**src/rtl/add_sub_pkg.sv**
```systemverilog
// Shared constants for the registered adder/subtractor.
package add_sub_pkg;

  localparam int unsigned DEFAULT_WIDTH = 4;
  localparam logic        OP_ADD        = 1'b0;
  localparam logic        OP_SUB        = 1'b1;

endpackage

```
**src/rtl/add_sub_full_adder.sv**
```systemverilog
// Single-bit full-adder cell used to build the ripple-carry chain.
module full_adder (
  input  logic a,
  input  logic b,
  input  logic cin,
  output logic s,
  output logic cout
);

  assign s    = a ^ b ^ cin;
  assign cout = (a & b) | (cin & (a ^ b));

endmodule

```
**src/rtl/add_sub.sv**
```systemverilog
// Registered WIDTH-bit ripple-carry adder/subtractor with carry and signed-overflow flags.
module add_sub
  import add_sub_pkg::*;
#(
  parameter int unsigned WIDTH = DEFAULT_WIDTH
) (
  input  logic             clk,
  input  logic             rst_n,
  input  logic [WIDTH-1:0] A,
  input  logic [WIDTH-1:0] B,
  input  logic             Select,
  input  logic             in_valid,
  output logic [WIDTH-1:0] Sum,
  output logic             Cout,
  output logic             Ovf,
  output logic             out_valid
);

  logic             sub;
  logic [WIDTH-1:0] b_cond;
  logic [WIDTH-1:0] sum_c;
  logic [WIDTH:0]   carry;

  // Subtraction is A + ~B + 1: invert B and inject the +1 as the chain carry-in.
  assign sub      = (Select == OP_SUB);
  assign b_cond   = B ^ {WIDTH{sub}};
  assign carry[0] = sub;

  for (genvar i = 0; i < WIDTH; i++) begin : g_fa
    full_adder u_fa (
      .a   (A[i]),
      .b   (b_cond[i]),
      .cin (carry[i]),
      .s   (sum_c[i]),
      .cout(carry[i+1])
    );
  end

  always_ff @(posedge clk or negedge rst_n) begin
    if (!rst_n) begin
      Sum       <= '0;
      Cout      <= 1'b0;
      Ovf       <= 1'b0;
      out_valid <= 1'b0;
    end else begin
      out_valid <= in_valid;
      if (in_valid) begin
        Sum  <= sum_c;
        Cout <= carry[WIDTH];
        Ovf  <= carry[WIDTH] ^ carry[WIDTH-1];
      end
    end
  end

endmodule

```
**config.mk**
```make
export PLATFORM = sky130hd
export DESIGN_NAME = add_sub
export DESIGN_NICKNAME = d
export VERILOG_FILES = /design/src/rtl/add_sub_pkg.sv /design/src/rtl/add_sub_full_adder.sv /design/src/rtl/add_sub.sv
export SDC_FILE = /design/constraint.sdc
export NUM_CORES = 1
export LEC_CHECK = 0
export ABC_AREA = 1
export CORE_AREA = 2 2 39 41
export CTS_CLUSTER_DIAMETER = 120
export DETAILED_ROUTE_END_ITERATION = 8
export DIE_AREA = 0 0 41 43
export HOLD_SLACK_MARGIN = 0.15
export PLACE_DENSITY = 0.61
export RECOVER_POWER = 100
export SYNTH_ARGS = -nofsm -noshare
export SYNTH_HDL_FRONTEND = slang
export SYNTH_SLANG_ARGS = --single-unit
```
**constraint.sdc**
```tcl
create_clock -name clk -period 0.8 [get_ports clk]
set_input_delay 0.16 -clock clk [delete_from_list [all_inputs] [get_ports clk]]
set_output_delay 0.16 -clock clk [all_outputs]
set_load 0.005 [all_outputs]
```
# == Word-level counts from Yosys, hierarchy flattened ==
# Index checks and enable logic that the tools add are counted.
# totals
output_inout_bits,7
register_bits,7
# op_classes
bitwise,22
# ops
operator,count
1-bit XOR,9
1-bit bitwise AND,8
1-bit bitwise OR,4
4-bit XOR,1

# == Logic depth before layout (Yosys ltp) ==
# Gate-level depths: netlist of run 1.
# depth
depth_word,11
mapped_depth,12
depth_no_buf,12

# == Modules after synthesis ==
# Synthesis of run 1 repeated with hierarchy kept, for this count alone.
# unflattened
cells_unflattened,37
hier_area_um2,379.1
# by_module_without_submodules
module,cells_per_inst,area_each_um2,instances
add_sub,33,299.0,1
full_adder,1,20.0,4

# == Worst setup path after synthesis of run 1 ==
# No wires, ideal clock.
# synth_path
path_kind,in2reg
start,in Select
end,reg Ovf
n_path_buf,0
required_ns,0.683
setup_ns,0.117
arrival_time_ns,1.583
path_slack_ns,-0.901
path_stages,10
cell_sequence,xor2_1 -> fa_1 -> inv_1 -> fa_1 -> inv_1 -> fa_1 -> inv_1 -> nand2_1 -> nand3_1 -> nand2_1
# synth_via
elab_chain_len,11
# synth_lines
item,line_no,text
"start, declared",add_sub.sv:11,"input logic Select,"
4-bit XOR,add_sub.sv:26,assign b_cond = B ^ {WIDTH{sub}};
1-bit XOR,add_sub_full_adder.sv:11,assign cout = (a & b) | (cin & (a ^ b));
1-bit bitwise AND,add_sub_full_adder.sv:11,
1-bit bitwise OR,add_sub_full_adder.sv:11,
1-bit bitwise AND,add_sub_full_adder.sv:11,
1-bit bitwise OR,add_sub_full_adder.sv:11,
1-bit bitwise AND,add_sub_full_adder.sv:11,
1-bit bitwise OR,add_sub_full_adder.sv:11,
1-bit bitwise AND,add_sub_full_adder.sv:11,
1-bit bitwise OR (*),add_sub_full_adder.sv:11,
via g_fa[3].u_fa.cout,add_sub_full_adder.sv:7,output logic cout
1-bit XOR (*),add_sub.sv:50,Ovf <= carry[WIDTH] ^ carry[WIDTH-1];
"end signal, assigned",add_sub.sv:50,
"end, declared",add_sub.sv:15,"output logic Ovf,"
# Mark *: on every way through the listed nets, which the timed path passes. The rest lies on a longest branch.
# A chain may end at the register's enable or synchronous reset.

# == Worst setup path in the final report of run 1 ==
# layout_path
start,in A[1]
end,reg Cout
# layout_via
elab_chain_len,7
# layout_lines
item,line_no,text
"start, declared",add_sub.sv:9,"input logic [WIDTH-1:0] A,"
1-bit XOR,add_sub_full_adder.sv:11,
1-bit bitwise AND,add_sub_full_adder.sv:11,
1-bit bitwise OR (*),add_sub_full_adder.sv:11,
1-bit bitwise AND (*),add_sub_full_adder.sv:11,
1-bit bitwise OR (*),add_sub_full_adder.sv:11,
1-bit bitwise AND (*),add_sub_full_adder.sv:11,
1-bit bitwise OR (*),add_sub_full_adder.sv:11,
via g_fa[3].u_fa.cout,add_sub_full_adder.sv:7,
"end signal, assigned",add_sub.sv:49,Cout <= carry[WIDTH];
"end, declared",add_sub.sv:14,"output logic Cout,"
# Marks and branches as above.

==> run_results.csv, run 1 <==
group,metric,value,unit
synthesis,synth_cells,42,
detailed_routing,drtAntennaViolNets,0,
global_routing,grt_max_degree,9,
min_path,worstHoldPathType,"in -> reg",
pwr,p_int,0.918,mW
timing,worstMarginPinSlew,319,ps
setup_path,required,940,ps
synthesis,synth_nets,57,
synthesis,synth_compound_area_share,5.57,%
cts,ctsHoldBuffers,0,
synthesis,synth_top_family_by_area,"simple AND/OR/NAND/NOR gates",
setup_path,critical_path.max_fanout,2,
floorplan,rows,14,
cts,cts_buffer_depth,2,
cts,clkTransAtPathRegs,50,ps
pwr,vdd_drop_max,0.497,mV
synthesis,synth_seq_area_share,45.9,%
setup_path,cp.arrival,1670,ps
detailed_routing,met2_length,504,um
setup_path,rr_worst_depth,4,
global_routing,antenna_found_initial,0,
run_status,violations,"negative setup slack",
pwr,p_per_area,1700,nW/um^2
detailed_routing,viasPerCell,4.33,
detailed_routing,wl_met1,320,um
place,io_buffer_count,18,
floorplan,start_util,27.6,%
place,post_dp_cell_area,659,um^2
timing,max_freq,657,MHz
cells_and_area,final_util,54.0,%
cts,root_buffer,"clkbuf_4",
synthesis,ys_ff_latch,7,
synthesis,ys_types,11,
setup_path,crit_path_start_kind,"input pin",
cells_and_area,finalNetCount,97,
synthesis,synth_xor_area_share,6.89,%
timing,period_minus_slack,1520,ps
detailed_routing,post_drt_wl_per_cell,9.38,um
timing,rsz0062_at_grt,"true",
pwr,power.total,1.27,mW
cells_and_area,final_cell_mix,"15 x nand2_1, 15 x buf_4, 8 x buf_2, 7 x dfrtp_1, 5 x inv_2",
pwr,clkPwrFrac,25.2,%
synthesis,synth-warning-count,0,
synthesis,synth_simple_gate_area_share,19.0,%
setup_path,critical_path_class,"in -> reg",
pwr,p_seq_share,34.7,%
cells_and_area,n_antenna_cell,0,
setup_path,end_kind,"register",
detailed_routing,wl,910,um
timing,setup_viol_count_final,13,
detailed_routing,wl_met3,69,um
global_routing,grt_usage,11.0,%
floorplan,die_w,41,um
cts,numCtsBuffers,3,
detailed_routing,initialDrtViolationCount,7,
synthesis,synth.mux.area_fraction,0,%
detailed_routing,route.detailed.drc,0,
min_path,min_path_cells,5,
detailed_routing,drtPass1Iterations,4,
floorplan,io_pins,19,
timing,drv_slew,0,
timing,fin_crit_sh,190,%
pwr,cellLeakagePower,0.406,nW
timing,max_slew_margin,78.6,%
cts,clock_latency,250,ps
detailed_routing,top_layer_used,"met4",
run_status,status,"finished with violations",
floorplan,die_y,43,um
global_routing,grt_pass1_wl,1280,um
place,place_congestion,0.641,
synthesis,syn_avg_cell_area,9.09,um^2
cts,cts_tree,"done",
cts,cts.sinks,7,
timing,timing.hold.ws,204,ps
cells_and_area,design_area,747,um^2
cells_and_area,multiInputGateArea,215,um^2
place,place.detailed.hpwl,621,um
cells_and_area,drive_gt1_share,56.8,%
global_routing,grt_pass1_vias,342,
timing,timing.final.ws_setup,-723,ps
place,place_ws,-1430,ps
cts,cts.htree.levels,1,
floorplan,core,1380,um^2
timing,hold_violations,0,
cells_and_area,nFillCells,144,
synthesis,syn_area,382,um^2
run,maxCapViolations,0,
cells_and_area,seq_area,175,um^2
pwr,p_comb_share,40.1,%
cells_and_area,areaGrowthSynthToFinish,95.7,%
global_routing,grt-ovfl-total,0,
floorplan,die_area,1760,um^2
timing,clock_skew,0,ps
pwr,switching_share,27.5,%
detailed_routing,vias,420,
pwr,p_switching,0.349,mW
synthesis,yosys.area_share.adder,15.7,%
[power groups by stage]
stage	Sequential, mW	Clock [mW]	Combinational [mW]
final	0.439	0.320	0.508
after CTS	0.438	0.328	0.459
after detailed placement	0.448	0	0.437
after global routing	0.444	0.356	0.561
after global placement	0.446	0	0.434
after floorplan	0.454	0	0.145
[synthesized netlist by cell type]
cell | count | share of area, %
inv_2 | 1 | 0.98
xnor2_1 | 1 | 2.3
nand2_1 | 18 | 18
inv_1 | 6 | 5.9
dfrtp_1 | 7 | 46
o21ai_2 | 1 | 2.3
o21ai_1 | 1 | 1.3
nand3_1 | 1 | 1.3
xor2_1 | 2 | 4.6
fa_1 | 3 | 16
o21a_1 | 1 | 2.0
[repair_timing]
item                       CTS  global route
buffers inserted             6             4
gates resized for setup     51             7
setup endpoints to repair   12            13
pin swaps                    8             7
gates cloned                 0             0
[logic make-up (layout without fill, tap and decap cells)]
| logic type | Yosys count | in the layout |
|---|---|---|
| and+or+nand+nor | 19 | 19 |
| DFF | 7 | 7 |
| buffers and inverters | 7 | 46 |
| adders and majority gates | 3 | 3 |
| AOI/OAI and AO/OA | 3 | 3 |
| xor gates and xnor gates | 3 | 3 |
[worst max-delay path: stages]
cell           delay, ps
dlygate4sd2_1        250
fa_2                 380
inv_2                 60
fa_2                 200
inv_2                 50
fa_2                 340
inv_2                 80
buf_4                100
o21ai_2               50
[sequential cells by signal (all words and copies together) (netlist names)]
name	flops
Sum	4
Cout	1
Ovf	1
out_valid	1
[worst paths after layout]
kind                              from        end  slack (ps)
worst max-delay path              A[1]       Cout        -720
worst min-delay path              B[0]     Sum[0]         200
worst max register to register     Ovf        Ovf         -40
worst min register to register  Sum[3]     Sum[3]         560
max in group asynchronous        rst_n     Sum[2]         320
min in group asynchronous        rst_n  out_valid         240
[through the flow]
stage,TNS (ps),cells
3_5_place_dp,-7600,84
5_1_grt,-3920,97
2_1_floorplan,-3050,42
4_1_cts,-3660,94
3_3_place_gp,-7500,84
6_report,-3410,97
[routing by layer]
metal / global-route usage, % / vias up
met4: 10.0 / 0
li1: - / 203
met2: 17.5 / 16
met3: 1.57 / 2
met1: 11.4 / 199
met5: 0 / -
[layout make-up]
type | count | area share, %
Timing Repair Buffer | 35 | 38.0
Multi-Input combinational cell | 28 | 28.8
Sequential cell | 7 | 23.5
Clock buffer | 4 | 3.52
Inverter | 7 | 3.52
Tap cell | 16 | 2.68
No activity file was read; power rests on OpenSTA's default activity.
==> run 2, diff against run 1 <==
--- a/config.mk
+++ b/config.mk
@@ -5,14 +5,12 @@
 export SDC_FILE = /design/constraint.sdc
 export NUM_CORES = 1
 export LEC_CHECK = 0
-export ABC_AREA = 1
-export CORE_AREA = 2 2 39 41
+export CORE_AREA = 3 3 40 42
 export CTS_CLUSTER_DIAMETER = 120
 export DETAILED_ROUTE_END_ITERATION = 8
-export DIE_AREA = 0 0 41 43
+export DIE_AREA = 0 0 43 45
 export HOLD_SLACK_MARGIN = 0.15
-export PLACE_DENSITY = 0.61
-export RECOVER_POWER = 100
+export PLACE_DENSITY = 0.63
 export SYNTH_ARGS = -nofsm -noshare
 export SYNTH_HDL_FRONTEND = slang
 export SYNTH_SLANG_ARGS = --single-unit
==> run 2 against run 1 <==
- the flow still finishes with violations (negative setup slack)
- utilization up 0.45 points
- via count down 22%
- count of clock-buffer cells in the layout unchanged
- clock skew unchanged
- global-route usage down 0.67 points
- sequential share of layout area up 1.6 points
- combinational power up 14%
- cell area down 6.4%
==> run_results.csv, run 2 <==
group,metric,value,unit
global_routing,top_usage_layer,"met2",
synthesis,synth_edf_count,0,
setup_path,end_kind,"register",
cts,cts_tree,"done",
synthesis,async_reset_ff_share,100,%
cts,root_buffer,"clkbuf_4",
synthesis,synth_cells,28,
synthesis,ys_top_cells_by_area,"dfrtp_1 44%, fa_1 15%, mux2_4 15%",
cells_and_area,stdcell_count,78,
cells_and_area,drive_gt1_share,65.1,%
setup_path,crit_buf_inv,3,
synthesis,syn_area,395,um^2
cells_and_area,finalNetCount,79,
pwr,power.total,1.35,mW
global_routing,antenna_found_initial,0,
detailed_routing,route.detailed.drc,0,
cts,cts.sinks,7,
run,maxCapViolations,0,
floorplan,die_w,43,um
cells_and_area,largest_reg_flops,4,
cts,cts.htree.levels,1,
timing,clock_skew,0,ps
cts,cts_buffer_depth,2,
detailed_routing,wl,841,um
global_routing,grt_use_met2,19.8,%
setup_path,critical_path.top_delay_family,"adder cells",
synthesis,ys_ff_latch,7,
detailed_routing,vias,327,
detailed_routing,initialDrtViolationCount,0,
cells_and_area,areaGrowthSynthToFinish,76.9,%
detailed_routing,post_drt_wl_per_cell,10.8,um
run_status,violations,"negative setup slack",
cells_and_area,final_cell_mix,"14 x buf_4, 8 x buf_2, 7 x dfrtp_1, 5 x mux2_4, 5 x clkdlybuf4s50_1",
run_status,status,"finished with violations",
floorplan,die_area,1940,um^2
detailed_routing,viasPerCell,4.19,
place,io_buffer_count,18,
global_routing,grt_usage,10.3,%
cells_and_area,final_common_cell,"buf_4",
setup_path,critical_path.cell_chain,"buf_6 > mux2_4 > fa_2 > inv_2 > fa_2 > inv_2 > fa_2 > xnor2_1 > mux2_4",
place,place_congestion,0.642,
setup_path,cp.arrival,1920,ps
global_routing,grt_max_degree,8,
setup_path,slowest_delay,350,ps
timing,rsz0062_at_grt,"true",
synthesis,synth_nets,43,
timing,max_freq,557,MHz
global_routing,grt-ovfl-total,0,
timing,setup_viol_count_final,12,
timing,drv_slew,0,
synthesis,ys_types,11,
cts,ctsHoldBuffers,0,
synthesis,synthTopCellsByCount,"7 x dfrtp_1, 4 x inv_1, 4 x mux2_4, 3 x fa_1, 3 x xnor2_1",
synthesis,synthFlopType,"dfrtp_1",
synthesis,yosysMostFrequentCell,"dfrtp_1",
place,post_dp_cell_area,669,um^2
timing,max_slew_margin,79.0,%
cells_and_area,largest-register,"Sum",
cts,numCtsBuffers,3,
pwr,p_per_area,1930,nW/um^2
synthesis,syn_avg_cell_area,14.1,um^2
place,dp_cells,70,
setup_path,critPathLaunch,"B[0]",
timing,hold_violations,0,
synthesis,synth_seq_area_share,44.3,%
setup_path,critical_path_class,"in -> reg",
min_path,worstHoldPathType,"in -> async",
cells_and_area,final_util,54.4,%
timing,fin_crit_sh,225,%
setup_path,critical_path.max_fanout,2,
global_routing,grt_pass1_vias,358,
place,place.detailed.hpwl,722,um
setup_path,crit_slowest_cell,"fa_2",
setup_path,r2r-start,"Sum[3]",
timing,period_minus_slack,1800,ps
timing,timing.final.ws_setup,-997,ps
global_routing,grt_pass1_wl,1400,um
pwr,cellLeakagePower,0.347,nW
floorplan,die_y,45,um
floorplan,core,1280,um^2
global_routing,grt_use_met3,1.59,%
timing,worstMarginPinSlew,314,ps
floorplan,io_pins,19,
synthesis,synth.top_cell.area_share,44.3,%
floorplan,start_util,30.8,%
setup_path,crit_path_start_kind,"input pin",
floorplan,rows,13,
cts,clock_latency,240,ps
detailed_routing,drtPass1Iterations,1,
cells_and_area,design_area,699,um^2
place,place_ws,-1700,ps
synthesis,synth-warning-count,0,
pwr,vdd_drop_max,0.673,mV
cts,clkTransAtPathRegs,50,ps
cells_and_area,n_antenna_cell,0,
global_routing,grt_use_met1,9.30,%
setup_path,required,930,ps
synthesis,synth_top_area_cell,"dfrtp_1",
detailed_routing,drtAntennaViolNets,0,
setup_path,cpMostUsedCell,"fa_2",
-- run 2: cells by family after synthesis --
logic type | after synthesis | share of synthesized area, %
fa+ha+maj | 3 | 15.2
xor+xnor | 5 | 11.1
mux | 6 | 20.6
flops | 7 | 44.3
compound gates | 1 | 1.26
buf+inv | 5 | 6.64
simple gates | 1 | 0.948
-- run 2: routing by layer --
metal | share of wire (%) | vias up
met4 | 0 | 0
met2 | 58 | 15
li1 | - | 156
met5 | 0 | -
met3 | 8.8 | 0
met1 | 33 | 156
-- run 2: through the flow --
step | setup TNS [ps] | hold WS [ps]
final | -4290 | 176
after global placement | -8850 | 421
after detailed placement | -9110 | 433
after global routing | -4640 | 186
after CTS | -4750 | 174
after floorplan | -4220 | -136
-- run 2: worst paths after layout --
path	end	slack, ps	cells past startpoint
hold / removal	Sum[2]	180	1
setup reg to reg	Sum[3]	-190	3
hold reg to reg	Sum[2]	520	2
max in group asynchronous	Sum[1]	390	1
setup / recovery	Ovf	-1000	9
min in group clk	Sum[0]	320	4
-- run 2: where the power goes --
group	leakage [nW]	internal [mW]	total, mW	switching, mW
sequential	0.0812	0.436	0.474	0.0371
combinational	0.251	0.383	0.579	0.196
clock	0.0150	0.189	0.300	0.111
-- run 2: layout make-up --
cell class,count,area (um^2)
inverter,4,15.0
tap,15,18.8
timing repair buffer,32,240
clock buffer,4,26.3
fill,114,586
sequential,7,175
multi-input combinational,16,224
-- run 2: timing repair --
| item | CTS | global route |
|---|---|---|
| resized for setup | 48 | 4 |
| setup endpoints to repair | 14 | 13 |
| pin swaps | 5 | 5 |
| setup buffers | 3 | 2 |
-- run 2: worst register-to-register path: stages, from the launching register on --
cell and delay [ps]:
dfrtp_1 370, buf_4 130, buf_4 120, mux2_4 260
